[src/rtl/iob_cpu_bridge_pkg.sv]
// Shared types and helpers for the CPU-bus to IOb bridge: FSM encoding,
// lane-width constants and byte-strobe generation.
package iob_cpu_bridge_pkg;

  typedef enum logic {
    IDLE = 1'b0,
    BUSY = 1'b1
  } state_e;

  // Constants for the default 32-bit build; the bridge derives its own from DATA_W.
  localparam int DATA_W_DFLT = 32;
  localparam int STRB_W      = DATA_W_DFLT / 8;
  localparam int LANE_W      = $clog2(STRB_W);

  // Widest supported bus is 64 bits, so strobes never exceed 8 lanes.
  localparam int MAX_STRB_W  = 8;

  // Byte strobe for a lane-aligned access; oversize accesses become full-word.
  function automatic logic [MAX_STRB_W-1:0] gen_strb(
    input logic       wr,
    input logic [1:0] size,
    input logic [2:0] addr_lo,
    input int         lane_w
  );
    int sz;
    int off;
    int mask;
    int sh;
    if (!wr) return '0;
    sz = int'(size);
    if (sz > lane_w) return '1;
    off  = int'(addr_lo) & ((1 << lane_w) - 1);
    mask = (1 << (1 << sz)) - 1;
    sh   = mask << off;
    return sh[MAX_STRB_W-1:0];
  endfunction

endpackage

[src/rtl/iob_cpu_bridge_wdog.sv]
// Bus watchdog: counts stalled busy cycles and flags the cycle in which the
// count reaches 2^CNT_W-1.
module iob_cpu_bridge_wdog #(
  parameter int CNT_W = 8
) (
  input  logic clk,
  input  logic rst,
  input  logic clr_i,
  input  logic en_i,
  output logic tc_o
);

  localparam logic [CNT_W-1:0] LAST = ~CNT_W'(1);

  logic [CNT_W-1:0] cnt_q, cnt_d;

  always_comb begin
    cnt_d = cnt_q;
    if (clr_i)     cnt_d = '0;
    else if (en_i) cnt_d = cnt_q + 1'b1;
  end

  always_ff @(posedge clk or posedge rst) begin
    if (rst) cnt_q <= '0;
    else     cnt_q <= cnt_d;
  end

  // This stalled cycle is the one that brings the count to its terminal value.
  assign tc_o = en_i & (cnt_q == LAST);

endmodule

[src/rtl/iob_cpu_bus_bridge.sv]
// CPU valid/ready command bus to IOb native bus bridge with a one-entry request
// stage and watchdog. Optional boot remap: IOB_CPU_BRIDGE_EXTMEM_REMAP_EN.
module iob_cpu_bus_bridge
  import iob_cpu_bridge_pkg::*;
#(
  parameter int ADDR_W    = 32,
  parameter int DATA_W    = 32,
  parameter int WR_RSP    = 0,
  parameter int TIMEOUT_W = 8
) (
  input  logic                clk,
  input  logic                rst,
  input  logic                cmd_valid,
  output logic                cmd_ready,
  input  logic                cmd_wr,
  input  logic [ADDR_W-1:0]   cmd_addr,
  input  logic [DATA_W-1:0]   cmd_wdata,
  input  logic [1:0]          cmd_size,
  output logic                rsp_valid,
  output logic [DATA_W-1:0]   rsp_data,
  output logic                rsp_error,
  output logic                iob_valid,
  output logic [ADDR_W-1:0]   iob_addr,
  output logic [DATA_W-1:0]   iob_wdata,
  output logic [DATA_W/8-1:0] iob_wstrb,
  input  logic [DATA_W-1:0]   iob_rdata,
  input  logic                iob_ready,
  input  logic                boot
);

  localparam int   BR_STRB_W = DATA_W / 8;
  localparam int   BR_LANE_W = $clog2(BR_STRB_W);
  localparam logic WR_RSP_B  = (WR_RSP != 0);

  state_e                 state_q, state_d;
  logic [ADDR_W-1:0]      addr_q, addr_d;
  logic [DATA_W-1:0]      wdata_q, wdata_d;
  logic [BR_STRB_W-1:0]   strb_q, strb_d;
  logic                   pend_wr_q, pend_wr_d;

  logic                   busy;
  logic                   accept;
  logic                   tmo;
  logic [MAX_STRB_W-1:0]  strb_full;
  logic [ADDR_W-1:0]      addr_map;

  assign busy      = (state_q == BUSY);
  // A completing transaction frees the stage in the same cycle.
  assign cmd_ready = ~busy | iob_ready;
  assign accept    = cmd_valid & cmd_ready;
  assign strb_full = gen_strb(cmd_wr, cmd_size, cmd_addr[2:0], BR_LANE_W);

`ifdef IOB_CPU_BRIDGE_EXTMEM_REMAP_EN
  // After boot the top address bit is flipped so the image runs from external memory.
  assign addr_map = {cmd_addr[ADDR_W-1] ^ ~boot, cmd_addr[ADDR_W-2:0]};
`else
  logic unused_boot;
  assign unused_boot = boot;
  assign addr_map    = cmd_addr;
`endif

  generate
    if (TIMEOUT_W > 0) begin : g_wdog
      iob_cpu_bridge_wdog #(
        .CNT_W(TIMEOUT_W)
      ) u_wdog (
        .clk   (clk),
        .rst   (rst),
        .clr_i (accept),
        .en_i  (busy & ~iob_ready),
        .tc_o  (tmo)
      );
    end else begin : g_no_wdog
      assign tmo = 1'b0;
    end
  endgenerate

  always_comb begin
    state_d   = state_q;
    addr_d    = addr_q;
    wdata_d   = wdata_q;
    strb_d    = strb_q;
    pend_wr_d = pend_wr_q;
    rsp_valid = 1'b0;
    rsp_error = 1'b0;
    rsp_data  = '0;

    case (state_q)
      IDLE: begin
        if (cmd_valid) state_d = BUSY;
      end
      BUSY: begin
        // iob_ready takes priority over a watchdog expiry in the same cycle.
        if (iob_ready) begin
          rsp_valid = pend_wr_q ? WR_RSP_B : 1'b1;
          rsp_data  = pend_wr_q ? '0 : iob_rdata;
          state_d   = cmd_valid ? BUSY : IDLE;
        end else if (tmo) begin
          rsp_valid = 1'b1;
          rsp_error = 1'b1;
          state_d   = IDLE;
        end
      end
      default: state_d = IDLE;
    endcase

    if (accept) begin
      addr_d    = addr_map;
      wdata_d   = cmd_wdata;
      strb_d    = strb_full[BR_STRB_W-1:0];
      pend_wr_d = cmd_wr;
    end
  end

  always_ff @(posedge clk or posedge rst) begin
    if (rst) begin
      state_q   <= IDLE;
      addr_q    <= '0;
      wdata_q   <= '0;
      strb_q    <= '0;
      pend_wr_q <= 1'b0;
    end else begin
      state_q   <= state_d;
      addr_q    <= addr_d;
      wdata_q   <= wdata_d;
      strb_q    <= strb_d;
      pend_wr_q <= pend_wr_d;
    end
  end

  assign iob_valid = busy;
  assign iob_addr  = addr_q;
  assign iob_wdata = wdata_q;
  assign iob_wstrb = strb_q;

endmodule

[config.mk]
export PLATFORM = sky130hd
export DESIGN_NAME = iob_cpu_bus_bridge
export DESIGN_NICKNAME = d
export VERILOG_FILES = /design/src/rtl/iob_cpu_bridge_pkg.sv /design/src/rtl/iob_cpu_bridge_wdog.sv /design/src/rtl/iob_cpu_bus_bridge.sv
export SDC_FILE = /design/constraint.sdc
export NUM_CORES = 1
export LEC_CHECK = 0
export BUFFER_PORTS_ARGS = -buffer_cell sky130_fd_sc_hd__buf_4
export CAP_MARGIN = 20
export CELL_PAD_IN_SITES_DETAIL_PLACEMENT = 1
export CELL_PAD_IN_SITES_GLOBAL_PLACEMENT = 2
export CORE_ASPECT_RATIO = 1.25
export CORE_MARGIN = 2
export CORE_UTILIZATION = 28
export CTS_CLUSTER_DIAMETER = 50
export DETAILED_ROUTE_END_ITERATION = 16
export HOLD_SLACK_MARGIN = 0.02
export PLACE_DENSITY = 0.79
export SLEW_MARGIN = 20
export SYNTH_ARGS = -nofsm -noshare
export SYNTH_HDL_FRONTEND = slang
export SYNTH_HIERARCHICAL = 1
export SYNTH_SLANG_ARGS = --single-unit
[constraint.sdc]
create_clock -name clk -period 6.9 [get_ports clk]
set_input_delay 1.38 -clock clk [delete_from_list [all_inputs] [get_ports clk]]
set_output_delay 1.38 -clock clk [all_outputs]
set_load 0.02 [all_outputs]
[Word level (Yosys, flattened, before mapping)]
Cells that the tools add are included.
Storage, ports and cells
  register bits after elaboration: 78
  output and inout port bits: 104
Operators by class
  multiplexer cells: 21
  $lt $le $gt $ge: 1
  bitwise operators: 6
  reductions and logical operators: 1
  add/subtract/negate cells: 2
  eq/ne operators: 1
  shift-type cells: 3
Operator list (count)
  $mux W32: 3
  $shl A1 B2 Y32 const A: 1
  $shl A1 B32 Y32 const A: 1
  $shl A32 B2 Y4: 1
  $sub A32 B2 Y32 const B: 1
  $mux W4: 4
  $mux W8: 2
  $mux W1: 11
  $add A8 B1 Y8 const B: 1
  $eq A8 B8 Y1 const B: 1
  $and A1 B1 Y1: 3
  $gt A2 B2 Y1 const B: 1
  $not A1 Y1: 2
  $pmux W1 S2: 1
  $reduce_bool A2 Y1: 1
  $or A1 B1 Y1: 1

[Longest topological paths before layout]
Gate-level depths: netlist of the first run.
  word-level depth: 6
  depth in mapped cells: 7

[Cells and area by module]
The synthesis of the first run kept the hierarchy.
Modules (own cells, without submodules)
  iob_cpu_bus_bridge: times used 1, cells each 208, area an instance 3230.6 um^2, seq. area each 1751.7 um^2
  iob_cpu_bridge_wdog: times used 1, cells each 42, area an instance 419.2 um^2, seq. area each 200.2 um^2

[Worst setup path before layout of the first run]
Ideal clock, no wire load.
  kind: input-to-output
  start: in iob_ready
  end: out rsp_valid
  arrival time: 2.353 ns
  cell stages on the path: 7
  setup slack: 3.167 ns
  cell sequence: nand2b_4 > inv_1 > buf_6 > nand4_4 > nor2_1 > nand2_1 > nand2b_1
Between the ends
  cells in the longest elaborated chain, start to end: 6
RTL lines
  start: declaration: line iob_cpu_bus_bridge.sv:27  | input logic iob_ready,
  $not A1 Y1: line iob_cpu_bus_bridge.sv:70  | .en_i (busy & ~iob_ready),
  $and A1 B1 Y1: line iob_cpu_bus_bridge.sv:70
  $and A1 B1 Y1: line iob_cpu_bridge_wdog.sv:29  | assign tc_o = en_i & (cnt_q == LAST);
  via tmo: line iob_cpu_bus_bridge.sv:43  | logic tmo;
  $mux W1: line iob_cpu_bus_bridge.sv:98  | end else if (tmo) begin
  $mux W1: line iob_cpu_bus_bridge.sv:94  | if (iob_ready) begin
  $mux W1: line iob_cpu_bus_bridge.sv:88  | case (state_q)
  end: declaration: line iob_cpu_bus_bridge.sv:19  | output logic rsp_valid,
The timed path passes the listed nets, and every way through them passes these cells.

[Worst setup path in the final report of the first run]
Ends and elaborated chain as after synthesis.

==> summary.txt, run 1 <==
Placed design
  • Place WS: 2800 ps
  • HPWL Detailed: 8000 um
  • PortBufs: 206
  • GPL Wtd Cong: 0.723

Synthesis
  • Avg Cell Area, Syn: 14.6 sq um
  • #FFs+latches synth: 78
  • Number of flops mapped to enable cells by yosys: 0
  • Ys Warns: 6
  • Netlist cell types: 32
  • Seq/Total Area, Yosys: 53.5%
  • Synth Flop Type: dfrtp_1
  • Cell count after synthesis: 250
  • Mapped cell area: 0.00365 sq mm
  • Async SR Flop Fraction: 100%
  • Syn nets: 356

Critical path
  • FF-to-FF End: g_wdog.u_wdog/cnt_q[7]
  • CP Max Fanout: 13
  • Crit path required time: 5520 ps
  • Setup crit end kind: output pin
  • Reg2reg setup slack: ~5200 ps
  • Worst setup path category: input port to output pin
  • Worst r2r path cells: 5
  • Crit path launch type: input port
  • Worst R2R Start: iob_valid
  • Worst Path Arrival: approximately 2700 ps

Cells and area
  • Most frequent cells in the layout: 207 x buf_4, 78 x dfrtp_1, 58 x mux2_4
  • Share of cells above drive strength 1: 63.0%
  • Inserted Diodes: 0
  • Nets: 563
  • Synthesis-to-layout area growth: 53.0%
  • Most common cell after layout, fill and taps aside: buf_4

Drt
  • Drt total wl: 10500 um
  • Antenna Nets Post-Route: 0
  • Remaining DRCs: 0
  • Post-DR wirelength/cell: 16.7 um
  • Drt pass-1 iters: 4
  • Avg Vias per Cell: 4.44
  • Iteration-0 DRC Markers: between 80 and 90
  • DR vias: 2799

STA
  • Final setup violation count: 0
  • Final WS setup: 2840 ps
  • RSZ-0062 raised after global routing: no
  • Final TNS setup: 0 ps
  • Fin crit period: between 4000 and 5000 ps
  • Slew Limit Fails: 0
  • Crit share post-route: between 50% and 60%
  • Slew Limit Headroom: 56.8%
  • Fmax: between 0.2 and 0.25 GHz
  • Worst-Margin Slew: 647 ps
  • Hold Fails Final Rpt: 0
  • Final clock skew: 2.53 ps

Power
  • Total power: 1.46 mW
  • Worst VDD drop: 0.115 mV
  • Leak Pwr: 2.84 nW
  • Pwr Density: between 200 and 300 mW/mm^2

CTS
  • Post-CTS Setup Inserts: 0
  • Hold-fix buffer count after cts: 0
  • TritonCTS clock tree: done
  • Clock Tree Buf Depth: 2
  • Clk Latency, worst-skew pair: 330 ps
  • Post-CTS sizing: 0
  • Clock Tree Root: clkbuf_16
  • Reg clk slew, reported paths: 60 ps
  • Sink Count: 78
  • CTS HTree Levels: 3
  • TritonCTS buffer count: 9

Floorplanning
  • Die H: 132 um
  • Die Wd: 106 um
  • Initial Util: 28.7%
  • Number of cell rows: 46
  • CORE AREA: 0.0127 sq mm
  • Io pins: around 210
  • Die area: 0.0140 sq mm

Min path
  • Hold path endpoint: iob_addr[24]
  • Worst hold stages: 1
  • Worst hold start: iob_addr[24]
  • HP Class: register to register

Global route
  • Met3 usage: 5.85%
  • Tot GR Track Use: 15.2%
  • GR met2 Demand/Resource: 28.6%
  • First-pass GRT wire length: 16500 um
  • Largest net degree at the start of global routing: 72
  • Vias in the first global route: 3072
  • Initial antenna violation count: 0
  • Gr ovfl total: 0
  • Met1 Use GR: 14.9%
  • GRT Max-Usage Layer: met2

Flow run
  • Number of max-cap violations: 0

Status
  • Status: finished clean
cell families (layout without fill, tap and decap cells):
kind of cell,after synthesis,count (layout),share of synthesized area (%)
DFF,78,78,53.5
muxes,63,63,25.4
and+or+nand+nor,60,60,10.4
AOI/OAI and AO/OA,24,24,4.05
buffers and inverters,19,231,5.04
xor gates and xnor gates,4,4,0.960
adders and majority gates,2,2,0.686
final cells by class:
class / count / area [sq um]
clock buffer: 12 / 246
clock inverter: 4 / 70.1
fill: 1398 / 7140
inverter: 8 / 37.5
multi-input combinational: 153 / 1510
sequential: 78 / 1950
tap: 168 / 210
timing repair buffer: 207 / 1550
synthesized netlist by cell type, drive strengths merged (2+ instances only):
| library cell | number | area share [%] |
|---|---|---|
| or3 | 3 | 0.51 |
| dfrtp | 78 | 53 |
| nand2 | 8 | 1.3 |
| a21oi | 3 | 0.41 |
| o2bb2ai | 2 | 0.48 |
| nand4 | 5 | 1.3 |
| inv | 8 | 1.0 |
| o21ai | 13 | 1.8 |
| nand2b | 2 | 0.55 |
| xor2 | 3 | 0.72 |
| nor2 | 7 | 0.72 |
| ha | 2 | 0.69 |
| mux2 | 63 | 25 |
| clkbuf | 4 | 0.41 |
| and2 | 32 | 5.5 |
| buf | 7 | 3.6 |
worst max path at each step:
stage,to,depth (start not counted),slack [ps],from
floorplan,rsp_valid,7,3170,iob_ready
global placement,rsp_valid,8,2870,iob_ready
detailed placement,rsp_valid,8,2800,iob_ready
CTS,rsp_valid,8,2800,iob_ready
global route,rsp_valid,8,2650,iob_ready
finish,rsp_valid,8,2840,iob_ready
where the power goes:
group          switching (mW)  internal [mW]  total [mW]
Clock                   0.176          0.326       0.501
Combinational           0.187          0.213       0.400
Sequential             0.0429          0.520       0.563
Total                   0.405           1.06        1.46
worst max-delay path, cell delays in order:
cell and delay (ps):
buf_4 110, nand2b_4 170, inv_1 350, nand4_4 190
nor2_1 150, nand2_1 90, nand2b_1 100, buf_4 140
through the flow:
stage | hold slack (ps) | std cells | instance area, sq um | util, %
finish | 510 | 630 | 5580 | 43.9
detailed placement | 497 | 614 | 5270 | 41.4
CTS | 510 | 630 | 5580 | 43.9
global route | 528 | 630 | 5580 | 43.9
floorplan | 465 | 250 | 3650 | -
global placement | 494 | 614 | 5270 | 41.4
sequential cells by signal (all words and copies together), names as in the netlist:
name	flops
g_wdog.u_wdog/cnt_q	8
iob_addr	32
iob_valid	1
iob_wdata	32
iob_wstrb	4
pend_wr_q	1
routing by layer:
layer  wire, um  vias to the layer above
li1           -                     1272
met1       3570                     1362
met2       5700                      153
met3       1070                       12
met4        185                        0
met5          0                        -
Note: power is estimated with default switching activity, not from simulation.
==> run 2, diff against run 1 <==
--- a/config.mk
+++ b/config.mk
@@ -11,11 +11,11 @@
 export CELL_PAD_IN_SITES_GLOBAL_PLACEMENT = 2
 export CORE_ASPECT_RATIO = 1.25
 export CORE_MARGIN = 2
-export CORE_UTILIZATION = 28
+export CORE_UTILIZATION = 27
 export CTS_CLUSTER_DIAMETER = 50
 export DETAILED_ROUTE_END_ITERATION = 16
 export HOLD_SLACK_MARGIN = 0.02
-export PLACE_DENSITY = 0.79
+export PLACE_DENSITY = 0.77
 export SLEW_MARGIN = 20
 export SYNTH_ARGS = -nofsm -noshare
 export SYNTH_HDL_FRONTEND = slang
==> constraint.sdc (replaced) <==
create_clock -name clk -period 3.8 [get_ports clk]
set_input_delay 0.76 -clock clk [delete_from_list [all_inputs] [get_ports clk]]
set_output_delay 0.76 -clock clk [all_outputs]
set_load 0.02 [all_outputs]
==> run 2 against run 1 <==
Effect of this change: non-clock buffer count up 2; clock-buffer cell count is 1 lower; combinational power is 81% higher; flip-flop and latch count is the same; final cell count increased by 0.79%; first-iteration DRC count rose by 11%; largest cell class unchanged; global-route usage down 1.5 points; hold slack got worse by 110 ps; critical path depth is the same.
==> summary.txt, run 2 (synthesis results as in run 1) <==
CTS
  • Hold-fix buffer count after cts: 0 (unchanged)
  • Clock Tree Buf Depth: 2 (unchanged)
  • Post-CTS sizing: 0 (unchanged)
  • Post-CTS Setup Inserts: 0 (unchanged)
  • TritonCTS clock tree: done (unchanged)
  • TritonCTS buffer count: 9 (unchanged)
  • Clock Tree Root: clkbuf_16 (unchanged)
  • Clk Latency, worst-skew pair: 330 ps (about the same)
  • Sink Count: 78 (unchanged)
  • Reg clk slew, reported paths: 60 ps (about the same)
  • CTS HTree Levels: 3 (unchanged)

STA
  • Slew Limit Fails: 0 (unchanged)
  • Final clock skew: 6.00 ps (was 2.53 ps)
  • Final setup violation count: 0 (unchanged)
  • Worst-Margin Slew: 684 ps (was 647 ps)
  • Crit share post-route: 66.5%
  • RSZ-0062 raised after global routing: no (unchanged)
  • Slew Limit Headroom: 54.4% (was 56.8%)
  • Hold Fails Final Rpt: 0 (unchanged)
  • Fin crit period: 2530 ps
  • Final TNS setup: 0 ps (unchanged)
  • Fmax: 0.396 GHz

Critical path
  • Setup crit end kind: output pin (unchanged)
  • Worst R2R Start: iob_valid (unchanged)
  • FF-to-FF End: iob_addr[23] (was g_wdog.u_wdog/cnt_q[7])
  • Reg2reg setup slack: 2100 ps (was 5160 ps)
  • Worst r2r path cells: 4 (was 5)
  • Worst Path Arrival: 1770 ps (was 2680 ps)
  • Crit path required time: 3040 ps (was 5520 ps)
  • Crit path launch type: input port (unchanged)
  • Worst setup path category: input port to output pin (unchanged)
  • CP Max Fanout: 7 (was 13)

Placed design
  • GPL Wtd Cong: 0.752 (was 0.723)
  • PortBufs: 206 (unchanged)
  • HPWL Detailed: 7510 um (was 8000 um)

Floorplanning
  • CORE AREA: 0.0132 sq mm (was 0.0127 sq mm)
  • Die H: 134 um (was 132 um)
  • Initial Util: 27.6% (was 28.7%)
  • Number of cell rows: 47 (was 46)
  • Die area: 0.0145 sq mm (was 0.0140 sq mm)
  • Die Wd: 108 um (was 106 um)
  • Io pins: 208 (unchanged)

Global route
  • Largest net degree at the start of global routing: 72 (unchanged)
  • Initial antenna violation count: 0 (unchanged)
  • First-pass GRT wire length: 15300 um (was 16500 um)
  • Vias in the first global route: 2964 (was 3072)
  • Tot GR Track Use: 13.8% (was 15.2%)
  • Gr ovfl total: 0 (unchanged)

Cells and area
  • Inserted Diodes: 0 (unchanged)
  • Synthesis-to-layout area growth: 53.1% (was 53.0%)
  • Nets: 565 (was 563)
  • Share of cells above drive strength 1: 63.4% (was 63.0%)
  • Most frequent cells in the layout: 209 x buf_4, 78 x dfrtp_1, 58 x mux2_4 (was 207 x buf_4, 78 x dfrtp_1, 58 x mux2_4)
  • Most common cell after layout, fill and taps aside: buf_4 (unchanged)

Drt
  • Drt total wl: 9920 um (was 10500 um)
  • Remaining DRCs: 0 (unchanged)
  • Drt pass-1 iters: 4 (unchanged)
  • Avg Vias per Cell: 4.36 (was 4.44)
  • Antenna Nets Post-Route: 0 (unchanged)
  • Iteration-0 DRC Markers: 90 (was 81)
  • DR vias: 2770 (was 2799)
  • Post-DR wirelength/cell: 15.6 um (was 16.7 um)

Flow run
  • Number of max-cap violations: 0 (unchanged)

Power
  • Total power: 2.61 mW (was 1.46 mW)
  • Pwr Density: 467 mW/mm^2 (was 262 mW/mm^2)
  • Worst VDD drop: 0.192 mV (was 0.115 mV)
  • Leak Pwr: 2.84 nW (about the same)

Status
  • Status: finished clean (unchanged)

Min path
  • HP Class: input port to async pin (was register to register)
==> run 2: cell type report <==
cell class                 count  area, sq um
fill                        1448         7640
sequential                    78         1950
timing repair buffer         209         1570
multi-input combinational    153         1510
clock buffer                  11          243
tap                          171          214
clock inverter                 5         58.8
inverter                       8         37.5
==> run 2: worst max-delay path: stages <==
cell and delay [ps]:
buf_4 110, nand2b_4 170, inv_1 140, nand4_4 150, nor2_1 130, nand2_1 90, nand2b_1 80, buf_4 140
==> run 2: worst max path at each step <==
stage	start	to	slack, ps	depth (start not counted)
2_1_floorplan	rst	iob_addr[0]	1270	1
3_3_place_gp	iob_ready	rsp_valid	1260	8
3_5_place_dp	iob_ready	rsp_valid	1230	8
4_1_cts	iob_ready	rsp_valid	1230	8
5_1_grt	iob_ready	rsp_valid	1170	8
6_report	iob_ready	rsp_valid	1270	8
==> run 2: through the flow <==
stage | hold slack [ps] | std cells | instance area (sq um) | util, % | setup slack (ps)
after floorplan | 465 | 250 | 3650 | - | 1270
after global placement | 484 | 619 | 5290 | 40.0 | 1260
after detailed placement | 492 | 619 | 5290 | 40.0 | 1230
after CTS | 398 | 635 | 5590 | 42.2 | 1230
after global routing | 426 | 635 | 5590 | 42.2 | 1170
final | 400 | 635 | 5590 | 42.2 | 1270
==> run 2: layer usage <==
metal	vias up	GRT usage (%)	wire, um
li1	1270	-	-
met1	1356	14.6	3410
met2	129	24.2	5300
met3	15	4.62	998
met4	0	6.55	212
met5	-	0	0
==> run 2: power by group <==
part,switching [mW],leakage [nW],internal [mW]
clock,0.338,0.142,0.527
combinational,0.337,1.76,0.389
sequential,0.0730,0.933,0.944
==> run 3, diff against run 2 <==
==> constraint.sdc (replaced) <==
create_clock -name clk -period 2.5 [get_ports clk]
set_input_delay 0.5 -clock clk [delete_from_list [all_inputs] [get_ports clk]]
set_output_delay 0.5 -clock clk [all_outputs]
set_load 0.02 [all_outputs]
==> run 3 against run 2 <==
Effect of this change: flip-flop and latch count is the same; sequential share of layout area shrank 0.18 points; core utilization grew 0.22 points; final cell count is the same; hold slack lost 250 ps; critical path type is now register to output pin; critical endpoint unchanged; largest cell class unchanged; largest power group unchanged.
==> summary.txt, run 3 (synthesis results as in run 1) <==
Floorplanning
  • Initial Util: 27.6% (unchanged)
  • Die H: 134 um (unchanged)
  • CORE AREA: 0.0132 sq mm (unchanged)
  • Number of cell rows: 47 (unchanged)
  • Io pins: 208 (unchanged)
  • Die area: 0.0145 sq mm (unchanged)
  • Die Wd: 108 um (unchanged)

Critical path
  • Critical path cell sequence: nand2b_4 > inv_1 > nand4_4 > nor2_1 > nand2_1 > nand2b_1 > buf_4 (was buf_4 > nand2b_4 > inv_1 > nand4_4 > nor2_1 > nand2_1 > nand2b_1 > buf_4)
  • Worst Path Arrival: 1550 ps (was 1770 ps)
  • CP delay by family, top: simple AND/OR/NAND/NOR gates (unchanged)
  • Crit path launch type: register (was input port)
  • Crit-path slowest cell: dfrtp_1 (was nand2b_4)
  • CP Max Fanout: 7 (unchanged)
  • Slowest cell delay on critical path: 400 ps (was 170 ps)
  • Buf+Inv Stages, Crit Path: 2 (was 3)
  • Setup crit end kind: output pin (unchanged)
  • Worst setup path category: register to output pin (was input port to output pin)
  • Crit path required time: 2000 ps (was 3040 ps)

Cells and area
  • Inserted Diodes: 0 (unchanged)
  • Share of cells above drive strength 1: 63.1% (was 63.4%)
  • Most frequent cells in the layout: 209 x buf_4, 78 x dfrtp_1, 58 x mux2_4 (unchanged)
  • Layout Cells excl Fill: 635 (unchanged)
  • Synthesis-to-layout area growth: 53.9% (was 53.1%)
  • Nets: 567 (was 565)
  • Most common cell after layout, fill and taps aside: buf_4 (unchanged)

Drt
  • Drt total wl: 9920 um (about the same)
  • Drt pass-1 iters: 4 (unchanged)
  • Iteration-0 DRC Markers: 59 (was 90)
  • Antenna Nets Post-Route: 0 (unchanged)
  • Avg Vias per Cell: 4.37 (was 4.36)
  • DR vias: 2777 (was 2770)
  • Remaining DRCs: 0 (unchanged)
  • Post-DR wirelength/cell: 15.6 um (about the same)

CTS
  • Post-CTS Setup Inserts: 0 (unchanged)
  • Post-CTS sizing: 0 (unchanged)
  • Clk Latency, worst-skew pair: 320 ps (was 330 ps)
  • Sink Count: 78 (unchanged)
  • Reg clk slew, reported paths: 60 ps (about the same)
  • TritonCTS buffer count: 9 (unchanged)
  • CTS HTree Levels: 3 (unchanged)
  • Clock Tree Root: clkbuf_16 (unchanged)
  • Hold-fix buffer count after cts: 0 (unchanged)
  • TritonCTS clock tree: done (unchanged)
  • Clock Tree Buf Depth: 2 (unchanged)

Status
  • Status: finished clean (unchanged)

Global route
  • First-pass GRT wire length: 15700 um (was 15300 um)
  • Initial antenna violation count: 0 (unchanged)
  • Tot GR Track Use: 13.8% (unchanged)
  • Vias in the first global route: 3142 (was 2964)
  • Gr ovfl total: 0 (unchanged)
  • Largest net degree at the start of global routing: 71 (was 72)

STA
  • Final TNS setup: 0 ps (unchanged)
  • Final setup violation count: 0 (unchanged)
  • Crit share post-route: 82.0%
  • Final clock skew: 5.69 ps (was 6.00 ps)
  • RSZ-0062 raised after global routing: no (unchanged)
  • Hold Fails Final Rpt: 0 (unchanged)
  • Slew Limit Headroom: 74.0% (was 54.4%)
  • Fin crit period: 2050 ps
  • Slew Limit Fails: 0 (unchanged)
  • Worst-Margin Slew: 390 ps (was 684 ps)
  • Fmax: just under 0.5 GHz

Placed design
  • HPWL Detailed: 7430 um (was 7510 um)
  • DP Cell Count: 621 (was 619)
  • GPL Wtd Cong: 0.696 (was 0.752)
  • PortBufs: 206 (unchanged)

Power
  • Worst VDD drop: 0.308 mV (was 0.192 mV)
  • Leak Pwr: 2.86 nW (was 2.84 nW)
  • Pwr Density: 703 mW/mm^2 (was 467 mW/mm^2)

Flow run
  • Number of max-cap violations: 0 (unchanged)

Min path
  • HP Class: input port to async pin (unchanged)
run 3: worst reg2reg max path, delay by kind of cell (launching register included):
kind / cells / cell delay [ps]
muxes: 1 / 340
and+or+nand+nor: 2 / 230
DFF: 1 / 410
buffers and inverters: 2 / 520
run 3: worst paths after layout:
path	end	depth (start not counted)	slack, ps	from
max in group asynchronous	iob_wdata[27]	3	1930	rst
min in group clk	iob_wdata[19]	2	400	cmd_wdata[19]
worst max-delay path	rsp_valid	7	450	iob_valid
worst max register to register	iob_addr[20]	5	880	iob_valid
worst min-delay path	g_wdog.u_wdog/cnt_q[4]	2	150	rst
worst min register to register	pend_wr_q	2	510	pend_wr_q
run 3: final cells by class:
type | instances | area, sq um
well taps | 171 | 214
clock inverters | 1 | 30.0
multi-input cells | 153 | 1510
flip-flops and latches | 78 | 1950
repair buffers | 211 | 1610
inverters | 8 | 37.5
clock buffers | 13 | 260
fillers | 1455 | 7610
run 3: stage by stage:
stage | instance area [sq um] | util (%) | setup slack, ps | hold slack, ps | total power [mW]
2_1_floorplan | 3650 | - | 232 | 316 | 2.19
4_1_cts | 5620 | 42.4 | 413 | 147 | 4.02
6_report | 5620 | 42.4 | 450 | 150 | 3.95
5_1_grt | 5620 | 42.4 | 308 | 168 | 4.14
3_5_place_dp | 5330 | 40.3 | 488 | 495 | 2.70
3_3_place_gp | 5330 | 40.3 | 497 | 489 | 2.67
run 3: where the power goes:
group / total (mW) / switching [mW] / leakage [nW] / internal, mW
registers: 1.55 / 0.112 / 0.933 / 1.44
clock network: 1.28 / 0.467 / 0.142 / 0.817
logic: 1.11 / 0.516 / 1.78 / 0.598
total: 3.95 / 1.10 / 2.86 / 2.85
run 3: per-layer routing:
layer | up-vias | track usage [%] | wire length, um | part of all wire [%]
li1 | 1268 | - | - | -
met1 | 1366 | 14.8 | 3510 | 35
met2 | 128 | 24.5 | 5250 | 53
met3 | 15 | 5.00 | 955 | 9.6
met4 | 0 | 5.13 | 206 | 2.1
met5 | - | 0 | 0 | 0
